$ cat config.mk
export PLATFORM = sky130hd
export DESIGN_NAME = shift_register_6bit_transmitter_flat
export DESIGN_NICKNAME = d
export VERILOG_FILES = /design/src/rtl/shift_register_6bit_transmitter_if.sv /design/src/rtl/shift_register_6bit_transmitter.sv /design/src/flat_wrapper.sv
export SDC_FILE = /design/constraint.sdc
export NUM_CORES = 1
export LEC_CHECK = 0
export BUFFER_PORTS_ARGS = -buffer_cell sky130_fd_sc_hd__buf_2
export CAP_MARGIN = 15
export CORE_AREA = 2 2 39 41
export CTS_BUF_LIST = sky130_fd_sc_hd__clkbuf_4 sky130_fd_sc_hd__clkbuf_8
export CTS_CLUSTER_SIZE = 40
export DETAILED_ROUTE_END_ITERATION = 10
export DIE_AREA = 0 0 41 43
export GPL_TIMING_DRIVEN = 0
export PLACE_DENSITY_LB_ADDON = 0.1
export SETUP_SLACK_MARGIN = 0.15
export SLEW_MARGIN = 20
export SYNTH_ARGS = -nofsm -noshare
export SYNTH_HDL_FRONTEND = slang
export SYNTH_SLANG_ARGS = --single-unit
$ cat constraint.sdc
create_clock -name clockpulse -period 1.7 [get_ports clockpulse]
set_input_delay 0.425 -clock clockpulse [delete_from_list [all_inputs] [get_ports clockpulse]]
set_output_delay 0.425 -clock clockpulse [all_outputs]
set_load 0.02 [all_outputs]
$ cat src/rtl/shift_register_6bit_transmitter_if.sv
// Handshake and serial-status bundle for the 6-bit PISO transmitter.
// master: the word source / link observer. slave: the transmitter itself.
interface shift_register_6bit_transmitter_if #(
    parameter int WIDTH = 6
);
    logic             load;
    logic [WIDTH-1:0] data;
    logic             stall;
    logic             ready;
    logic             serialOutput;
    logic             busy;
    logic             frameDone;
    logic [2:0]       bitCount;

    modport master (
        output load, data, stall,
        input  ready, serialOutput, busy, frameDone, bitCount
    );

    modport slave (
        input  load, data, stall,
        output ready, serialOutput, busy, frameDone, bitCount
    );
endinterface

$ cat src/rtl/shift_register_6bit_transmitter.sv
// Parallel-in, serial-out 6-bit transmitter, LSB first, one bit per clock.
// Optional feature macro: SHIFTREGISTER_PARITY_EN appends an even-parity
// 7th bit (XOR of the accepted word) and moves the last-bit cycle to it.
// Only WIDTH = 6 is supported; bitCount is 3 bits wide to cover index 6.
module shift_register_6bit_transmitter #(
    parameter int WIDTH = 6
) (
    input  logic                            clockpulse,
    input  logic                            clear,
    shift_register_6bit_transmitter_if.slave bus
);

`ifdef SHIFTREGISTER_PARITY_EN
    localparam int LAST = WIDTH;
`else
    localparam int LAST = WIDTH - 1;
`endif
    localparam int RW = LAST + 1;   // frame bits held in the shift register

    typedef enum logic {IDLE, SHIFT} state_t;

    state_t        state, state_nxt;
    logic [RW-1:0] sreg;
    logic [2:0]    cnt;
    logic [RW-1:0] frame_word;
    logic          last_bit;
    logic          ready_i;
    logic          accept;
    logic          advance;

    // Word as it will be framed; parity rides above the data MSB so the
    // same right shift delivers it after bit 5.
`ifdef SHIFTREGISTER_PARITY_EN
    assign frame_word = {^bus.data, bus.data};
`else
    assign frame_word = bus.data;
`endif

    // Handshake decode: the ready window is IDLE or an unstalled last bit.
    always_comb begin
        last_bit = (state == SHIFT) && (cnt == 3'(LAST));
        ready_i  = (state == IDLE) || (last_bit && !bus.stall);
        accept   = bus.load && ready_i;
        advance  = (state == SHIFT) && !bus.stall && !last_bit;
    end

    // State register.
    always_ff @(posedge clockpulse or negedge clear) begin
        if (!clear) state <= IDLE;
        else        state <= state_nxt;
    end

    // Next state: a frame ends at the unstalled last bit unless a new word
    // is accepted on the same edge, which keeps the link streaming.
    always_comb begin
        state_nxt = state;
        case (state)
            IDLE:    if (accept) state_nxt = SHIFT;
            SHIFT:   if (last_bit && !bus.stall) state_nxt = accept ? SHIFT : IDLE;
            default: state_nxt = IDLE;
        endcase
    end

    // Outputs decoded from registered state; ready/frameDone also see stall.
    always_comb begin
        bus.busy         = (state == SHIFT);
        bus.serialOutput = (state == SHIFT) ? sreg[0] : 1'b0;
        bus.ready        = ready_i;
        bus.frameDone    = last_bit && !bus.stall;
        bus.bitCount     = cnt;
    end

    // Datapath: load on acceptance, otherwise shift right with zero fill.
    // bitCount saturates at LAST and only returns to 0 on acceptance.
    always_ff @(posedge clockpulse or negedge clear) begin
        if (!clear) begin
            sreg <= '0;
            cnt  <= '0;
        end else if (accept) begin
            sreg <= frame_word;
            cnt  <= '0;
        end else if (advance) begin
            sreg <= {1'b0, sreg[RW-1:1]};
            cnt  <= cnt + 3'd1;
        end
    end

endmodule
$ cat src/flat_wrapper.sv
// flat-port wrapper written by rule: the top's interface ports become plain ports
module shift_register_6bit_transmitter_flat 
#(
    parameter int WIDTH = 6
)
  (clockpulse, clear, bus_load, bus_data, bus_stall, bus_ready, bus_serialOutput, bus_busy, bus_frameDone, bus_bitCount);
  shift_register_6bit_transmitter_if #(.WIDTH(WIDTH)) bus_i ();
  input  logic clockpulse;
  input  logic clear;
  input wire logic [$bits(bus_i.load)-1:0] bus_load;
  input wire logic [$bits(bus_i.data)-1:0] bus_data;
  input wire logic [$bits(bus_i.stall)-1:0] bus_stall;
  output wire logic [$bits(bus_i.ready)-1:0] bus_ready;
  output wire logic [$bits(bus_i.serialOutput)-1:0] bus_serialOutput;
  output wire logic [$bits(bus_i.busy)-1:0] bus_busy;
  output wire logic [$bits(bus_i.frameDone)-1:0] bus_frameDone;
  output wire logic [$bits(bus_i.bitCount)-1:0] bus_bitCount;
  assign bus_i.load = bus_load;
  assign bus_i.data = bus_data;
  assign bus_i.stall = bus_stall;
  assign bus_ready = bus_i.ready;
  assign bus_serialOutput = bus_i.serialOutput;
  assign bus_busy = bus_i.busy;
  assign bus_frameDone = bus_i.frameDone;
  assign bus_bitCount = bus_i.bitCount;
  shift_register_6bit_transmitter #(.WIDTH(WIDTH)) u_core (.clockpulse(clockpulse), .clear(clear), .bus(bus_i));
endmodule
### Yosys cells after proc, flatten, opt, wreduce, memory -nomap -nowiden

Index checks and enable logic that the tools add are counted.

* register bits after elaboration: 10
* bits in latches: 0
* memory bits (writable): 0
* memory bits (read-only): 0
* input port bits: 10
* output and inout bits: 7
* word-level logic and storage cells: 23
* memories: 0

* add/sub/neg operators: 1
* multiply operators: 0
* div/mod/pow operators: 0
* order comparisons: 0
* eq/ne operators: 1
* shift-type cells: 0
* mux-type cells: 8
* bitwise operators: 1
* reduce and logical (&&, ||, !) cells: 9

Operators by type and width (number)
* two-way mux 6 bit: 2
* two-way mux 3 bit: 2
* logical AND 1 bit: 5
* adder 3 x 1 -> 3 bit (second input constant): 1
* == test 3 bit (second input constant): 1
* two-way mux 1 bit: 3
* logical NOT 1 bit: 2
* case mux 1 bit (2 select lines): 1
* nonzero test 2 bit: 1
* logical OR 1 bit: 1
* inverter 1 bit: 1

### Longest topological paths before layout

Gate-level depths: netlist of the first run.

* word-level depth: 8
* mapped depth: 6
* gate-level depth less buffers: 5

### Least setup slack after synthesis of the first run

Ideal clock, no wire load.

* path type: register -> output
* from: reg u_core.cnt[0] (netlist: u_core.bus.bitCount[0])
* to: out bus_frameDone
* arrival time: 1.229 ns
* required time: 1.275 ns
* path slack: 0.046 ns
* cell stages (with the launch flop): 4
* path buffers: 0
* cell sequence: dfrtp_1 ha_1 nand2_1 nor2_1

* longest elaborated chain between the ends: 3

RTL lines
* from (decl): RTL line shift_register_6bit_transmitter.sv:24 `logic [2:0] cnt;`
* from (signal assigned): RTL line shift_register_6bit_transmitter.sv:84 `cnt <= cnt + 3'd1;`
* == test 3 bit: RTL line shift_register_6bit_transmitter.sv:41 `last_bit = (state == SHIFT) && (cnt == 3'(LAST));`
* logical AND 1 bit: RTL line shift_register_6bit_transmitter.sv:41
* logical AND 1 bit: RTL line shift_register_6bit_transmitter.sv:69 `bus.frameDone = last_bit && !bus.stall;`
* to (decl): RTL line flat_wrapper.sv:16 `output wire logic [$bits(bus_i.frameDone)-1:0] bus_frameDone;`

No other way between the ends.

### Final worst setup path of the first run

* from: reg u_core.cnt[1] (netlist: u_core.bus.bitCount[1])
* to: out bus_ready

* longest elaborated chain between the ends: 4

RTL lines
* == test 3 bit: RTL line shift_register_6bit_transmitter.sv:41
* logical AND 1 bit: RTL line shift_register_6bit_transmitter.sv:41
* logical AND 1 bit: RTL line shift_register_6bit_transmitter.sv:42 `ready_i = (state == IDLE) || (last_bit && !bus.stall);`
* logical OR 1 bit: RTL line shift_register_6bit_transmitter.sv:42
* to (decl): RTL line flat_wrapper.sv:13 `output wire logic [$bits(bus_i.ready)-1:0] bus_ready;`

No other way between the ends.

==> reports/metrics.csv, run 1 <==
stage,metric,value,unit
flow_run,drv_cap,0,
worst_hold_path,hp-class,input port to asynchronous set/reset pin,
power,combPwrFrac,51.1,%
setup_path,required,1270,ps
power,pwr_density_cell,1410,mW/mm^2
timing,finalCritPeriodShare,99.2,%
detailed_routing,vias_per_cell,5.40,
detailed_routing,detail-route-antenna-nets,0,
global_routing,grtUsageMet1,23.3,%
placement,hpwl,1.01,mm
setup_path,startpoint_type,register,
finish,diodes,0,
synthesis,synth_fp_nets,75,
setup_path,crit_family,flip-flops,
synthesis,synth_cells,63,
cts,cts_root_buf,clkbuf_4,
setup_path,worst-setup-path-type,register to primary output,
setup_path,path_cells,"inv_2, ha_4, nand3b_1, nand2_2, buf_6",
placement,gp_congestion,0.777,
detailed_routing,firstDrtPassIters,4,
finish,drive_gt1_share,53.8,%
cts,cts.path.max_buffers,2,
cts,numCtsBuffers,3,
timing,rsz0062_at_grt,yes,
setup_path,crit_buf_inv,2,
global_routing,grt-ovfl-total,0,
power,p_leak,0.388,nW
die,die_y,43,um
power,peakVddDrop,0.000649,V
cts,ctsHtreeMaxLevel,1,
die,core,0.00138,sq mm
timing,finalHoldViolations,0,
synthesis,syn_avg_cell_area,9.31,sq um
die,initial_core_util,42.4,%
finish,layout.cells.non_filler,107,
synthesis,ys.warnings.count,0,
setup_path,crit_path_top_delay_cell,dfrtp_2,
cts,cts.sinks,10,
timing,worst_pin_slew,370,ps
detailed_routing,drc,0,
power,power,1.22,mW
timing,fmax,0.593,GHz
global_routing,grt_use_total,19.7,%
timing,drv_slew,0,
timing,slew_headroom,75.2,%
detailed_routing,routed_wl,1.48,mm
timing,setup_viol_count_final,0,
die,die_w,41,um
cts,clk_latency,270,ps
synthesis,synth_area_leaders,"dfrtp_1 43%, o21ai_0 6.8%, a211oi_1 6.4%, a31oi_1 5.3%, ha_1 4.3%",
timing,fin_worst_skew,12.9,ps
finish,final_cell_mix,"15 x buf_2, 8 x buf_4, 8 x dfrtp_1, 7 x o21ai_0",
finish,fin_nets,104,
timing,whs,0.935,ps
synthesis,yosysTopAreaCell,dfrtp_1,
outcome,outcome,finished clean,
die,rows,14,
detailed_routing,drt_iter0_drc,10,
setup_path,cpPeakStageDelay,410,ps
placement,post-place-ws,-19.3,ps
synthesis,ys_types,26,
timing,worst_slack,13.2,ps
power,clockPowerShare,15.2,%
global_routing,grt_pass1_wl,2.30,mm
global_routing,top_usage_layer,met2,
global_routing,grt_pass1_vias,528,
die,io_pins,17,
finish,n_fill_cell,126,
setup_path,worstSetupEndpointType,primary output,
power,switching_share,39.1,%
timing,layout_min_cycle_time,1690,ps
placement,io_buffers,16,
synthesis,synth.top_cell.area_share,42.6,%
finish,final_common_cell,buf_2,
die,dieArea,0.00176,sq mm
synthesis,synth_area,587,sq um
cts,cts_tree,yes,
setup_path,worstPathArrival,1260,ps
global_routing,met2_usage,31.3,%
power,power.internal,0.744,mW
detailed_routing,num_vias,578,
cts,path_clk_slew,70,ps
power,p_seq_share,33.7,%
placement,placed_cells,95,
synthesis,seq_area_frac_synth,42.6,%
power,power.switching,0.477,mW
setup_path,worst-path-max-fanout,5,
global_routing,use_met3,7.85,%
synthesis,yosys_register_bits,10,
global_routing,grt_max_degree,11,
global_routing,grt_antenna_before_repair,0,
finish,syn_to_final_growth,47.1,%
detailed_routing,wl_per_cell,13.8,um
-- repair_timing --
action / 4_1_cts / 5_1_grt
buffers inserted: 4 / 4
pin swaps: 1 / 5
resized for setup: 11 / 8
endpoints found under the setup margin: 7 / 10
hold buffers: 0 / 0
-- sequential cells by signal (all words and copies together), names as in the netlist --
register / count
u_core.bus.bitCount: 3
u_core.bus.busy: 1
u_core.sreg: 6
-- kinds of logic (layout without fill, tap and decap cells) --
logic type	after synthesis	after routing	synth area share, %
flip-flops	10	10	42.6
AND/OR/NAND/NOR	17	17	17.5
adder cells (fa/ha/maj)	2	2	4.26
AO/OA/AOI/OAI	26	26	28.1
buffers and inverters	8	36	7.46
-- power by group through the flow --
stage / logic, mW / clock network [mW] / registers (mW)
floorplan: 0.295 / 0 / 0.448
global placement: 0.459 / 0 / 0.411
detailed placement: 0.468 / 0 / 0.416
CTS: 0.580 / 0.192 / 0.411
global route: 0.684 / 0.208 / 0.420
finish: 0.624 / 0.185 / 0.411
-- final timing paths --
kind / depth (start not counted) / endpoint / slack [ps] / startpoint
max: 5 / bus_ready / 10 / u_core.bus.bitCount[1]$_DFFE_PN0P_
min in group clockpulse: 3 / u_core.sreg[5]$_DFFE_PN0P_ / 430 / bus_data[5]
min reg2reg: 2 / u_core.sreg[1]$_DFFE_PN0P_ / 540 / u_core.sreg[2]$_DFFE_PN0P_
min: 1 / u_core.bus.bitCount[0]$_DFFE_PN0P_ / 0.9 / clear
max in group asynchronous: 1 / u_core.bus.busy$_DFF_PN0_ / 1490 / clear
max reg2reg: 7 / u_core.sreg[1]$_DFFE_PN0P_ / 210 / u_core.bus.bitCount[1]$_DFFE_PN0P_
-- cell type report --
cell class	count	area [sq um]	share of cell area, %
buffer	4	32.5	3.77
clock buffer	4	30.0	3.48
inverter	4	15.0	1.74
multi-input combinational	45	354	41.0
sequential	10	253	29.3
tap	16	20.0	2.32
timing repair buffer	24	159	18.4
-- metal layers --
metal | wire length (um) | up-vias
met5 | 0 | -
met4 | 17 | 0
met3 | 69 | 3
met2 | 726 | 11
met1 | 667 | 275
li1 | - | 289
-- synthesized netlist by cell type --
cell	count
dfrtp_1	10
o21ai_0	8
a211oi_1	5
a31oi_1	5
nand3_1	5
inv_1	4
nand2_1	3
a21oi_1	2
a21oi_2	2
buf_2	2
ha_1	2
a311oi_1	1
and2_1	1
and2_4	1
and3b_2	1
buf_4	1
buf_6	1
nand2b_1	1
nand3b_1	1
nor2_1	1
nor2b_1	1
o211ai_1	1
o21ai_1	1
o31ai_1	1
or3_1	1
or3_4	1
-- through the flow --
step	setup TNS (ps)	cell area (sq um)	utilization, %
finish	0	863	62.4
global route	-80.3	863	62.4
CTS	0	805	58.1
detailed placement	-19.3	699	50.5
global placement	-5.92	699	50.5
floorplan	0	599	-
(Power assumes the default switching activity.)
==> run 2: changes to the inputs <==
--- a/config.mk
+++ b/config.mk
@@ -5,6 +5,7 @@
 export SDC_FILE = /design/constraint.sdc
 export NUM_CORES = 1
 export LEC_CHECK = 0
+export ABC_AREA = 1
 export BUFFER_PORTS_ARGS = -buffer_cell sky130_fd_sc_hd__buf_2
 export CAP_MARGIN = 15
 export CORE_AREA = 2 2 39 41
==> constraint.sdc (replaced) <==
create_clock -name clockpulse -period 1.68 [get_ports clockpulse]
set_input_delay 0.42 -clock clockpulse [delete_from_list [all_inputs] [get_ports clockpulse]]
set_output_delay 0.42 -clock clockpulse [all_outputs]
set_load 0.02 [all_outputs]
==> reports/metrics.csv, run 2 <==
stage,metric,value,unit
outcome,outcome,finished clean,
finish,final_common_cell,nand2_1,
setup_path,required,1260,ps
finish,diodes,0,
synthesis,ys_types,17,
setup_path,startpoint_type,register,
die,rows,14,
synthesis,seq_area_frac_synth,41.5,%
setup_path,worstPathArrival,1210,ps
synthesis,synth_area_leaders,"dfrtp_1 41%, nand2_1 11%, nand3_1 10%, inv_1 6.8%, nand4_1 5.2%",
setup_path,path_cells,"inv_2, ha_4, nand2_4, nor3_4, buf_6",
power,power,1.52,mW
setup_path,worst-setup-path-type,register to primary output,
cts,cts_root_buf,clkbuf_4,
setup_path,crit_family,flip-flops,
timing,slew_headroom,85.5,%
cts,clk_latency,260,ps
die,die_w,41,um
setup_path,rrSetupSlack,260,ps
global_routing,grt_max_degree,11,
synthesis,yosys_register_bits,10,
finish,drive_gt1_share,38.4,%
die,die_y,43,um
die,initial_core_util,43.6,%
synthesis,synth.top_cells.by_count,"17 x nand2_1, 12 x nand3_1, 11 x inv_1",
synthesis,synthArstFlopShare,100,%
setup_path,cpPeakStageDelay,400,ps
placement,gp_congestion,0.752,
synthesis,synth.top_cell.area_share,41.5,%
global_routing,top_usage_layer,met2,
power,peakVddDrop,0.000783,V
setup_path,crit_buf_inv,2,
die,io_pins,17,
finish,final_cell_mix,"17 x nand2_1, 14 x buf_2, 12 x nand3_1, 10 x inv_1, 8 x dfrtp_1",
timing,drv_slew,0,
timing,finalHoldViolations,0,
timing,worst_pin_slew,217,ps
setup_path,worst-path-max-fanout,3,
synthesis,synth_cells,76,
timing,finalCritPeriodShare,97.0,%
finish,fin_nets,113,
global_routing,grt-ovfl-total,0,
setup_path,reg2reg_from,u_core.bus.bitCount[0]$_DFFE_PN0P_,
timing,fin_worst_skew,5.08,ps
flow_run,drv_cap,0,
global_routing,grt_pass1_wl,2.06,mm
cts,ctsHtreeMaxLevel,1,
synthesis,synth_fp_nets,88,
setup_path,worstSetupEndpointType,primary output,
synthesis,syn_avg_cell_area,7.94,sq um
global_routing,grt_use_total,17.4,%
global_routing,grtUsageMet1,20.9,%
die,core,0.00138,sq mm
finish,syn_to_final_growth,33.8,%
detailed_routing,detail-route-antenna-nets,0,
detailed_routing,drc,0,
detailed_routing,drt_iter0_drc,14,
setup_path,reg2reg_to,u_core.bus.bitCount[2]$_DFFE_PN0P_,
detailed_routing,vias_per_cell,5.02,
finish,largest_register,u_core.sreg,
cts,cts_hold_buf,0,
detailed_routing,num_vias,577,
synthesis,synth-edff-count,0,
synthesis,ys.flop_type,dfrtp_1,
die,dieArea,0.00176,sq mm
synthesis,yosysTopAreaCell,dfrtp_1,
global_routing,use_met3,7.85,%
timing,setup_viol_count_final,0,
detailed_routing,firstDrtPassIters,4,
timing,setup_tns,0,ps
cts,cts_tree,yes,
detailed_routing,wl_per_cell,11.0,um
timing,rsz0062_at_grt,yes,
synthesis,yosysMostFrequentCell,nand2_1,
global_routing,met2_usage,27.5,%
finish,largest_register_ffs,6,
global_routing,grt_antenna_before_repair,0,
setup_path,reg2reg_depth,7,
timing,fmax,0.614,GHz
timing,layout_min_cycle_time,1630,ps
synthesis,ys.warnings.count,0,
placement,io_buffers,16,
power,pwr_density_cell,1880,mW/mm^2
setup_path,crit_path_top_delay_cell,dfrtp_2,
detailed_routing,routed_wl,1.27,mm
global_routing,grt_pass1_vias,511,
cts,cts.sinks,10,
cts,path_clk_slew,60,ps
power,p_leak,0.462,nW
cts,numCtsBuffers,3,
synthesis,synth_area,603,sq um
worst_hold_path,hp-class,input port to asynchronous set/reset pin,
placement,hpwl,905,um
cts,cts.path.max_buffers,2,
run 2: changes by cell type after synthesis, moves of 2 or more:
| cell | before | now |
|---|---|---|
| nand4_1 | 0 | 5 |
| nand2_2 | 0 | 3 |
| a21oi_2 | 2 | 0 |
| a211oi_1 | 5 | 0 |
| a31oi_1 | 5 | 0 |
| nor2_1 | 1 | 4 |
| nor3_1 | 0 | 2 |
| inv_1 | 4 | 11 |
| nand3_1 | 5 | 12 |
| buf_2 | 2 | 0 |
| nand2_1 | 3 | 17 |
| o21ai_0 | 8 | 2 |
run 2: power breakdown:
group          switching (mW)  internal [mW]
Clock                  0.0731         0.0823
Combinational           0.511          0.403
Sequential             0.0809          0.365
run 2: worst max-delay path by stage:
stage | end | depth (start not counted) | start | slack, ps
6_report | bus_frameDone | 5 | u_core.bus.bitCount[1]$_DFFE_PN0P_ | 50
5_1_grt | bus_frameDone | 5 | u_core.bus.bitCount[1]$_DFFE_PN0P_ | 6
4_1_cts | bus_frameDone | 5 | u_core.bus.bitCount[1]$_DFFE_PN0P_ | 9
3_5_place_dp | bus_ready | 5 | u_core.bus.bitCount[1]$_DFFE_PN0P_ | 80
3_3_place_gp | bus_ready | 5 | u_core.bus.bitCount[1]$_DFFE_PN0P_ | 90
2_1_floorplan | u_core.sreg[0]$_DFFE_PN0P_ | 8 | u_core.bus.bitCount[1]$_DFFE_PN0P_ | 150
run 2: logic make-up (layout without fill, tap and decap cells):
family / Yosys count / count (layout) / share of synthesized area, %
AOI/OAI and AO/OA: 4 / 4 / 5.60
xor gates and xnor gates: 1 / 1 / 1.45
adders and majority gates: 2 / 2 / 4.15
buffers and inverters: 15 / 38 / 12.4
DFF: 10 / 10 / 41.5
and+or+nand+nor: 44 / 44 / 34.9
run 2: area by class of cell:
class                           instances  area (sq um)
Inverter                               12          45.0
Buffer                                  3          33.8
Sequential cell                        10           253
Clock buffer                            3          22.5
Tap cell                               16          20.0
Fill cell                             133           577
Multi-Input combinational cell         51           310
Timing Repair Buffer                   20           123
run 2: repair_timing:
action,4_1_cts,5_1_grt
pin swaps,3,1
resized for setup,5,3
endpoints found under the setup margin,2,4
buffers inserted,3,1
run 2: worst reg2reg max path: cells and delay by family, from the launching register on:
family / cells / cell delay [ps]
flip-flops: 1 / 440
AND/OR/NAND/NOR: 4 / 390
buffers and inverters: 2 / 320
adder cells (fa/ha/maj): 1 / 180
run 2: layer usage:
metal  vias up  wire length, um
met5         -                0
met4         0                0
met3         0               75
li1        294                -
met2        17              656
met1       266              533
run 2: per-stage QoR:
step | std cells | hold WS [ps] | setup WS [ps] | instance area, sq um | util, %
2_1_floorplan | 76 | 124 | 154 | 618 | -
3_3_place_gp | 108 | 293 | 87.0 | 718 | 51.9
3_5_place_dp | 108 | 291 | 84.2 | 718 | 51.9
4_1_cts | 114 | 10.1 | 9.48 | 788 | 57.0
5_1_grt | 115 | 28.1 | 6.40 | 807 | 58.3
6_report | 115 | 5.06 | 50.9 | 807 | 58.3
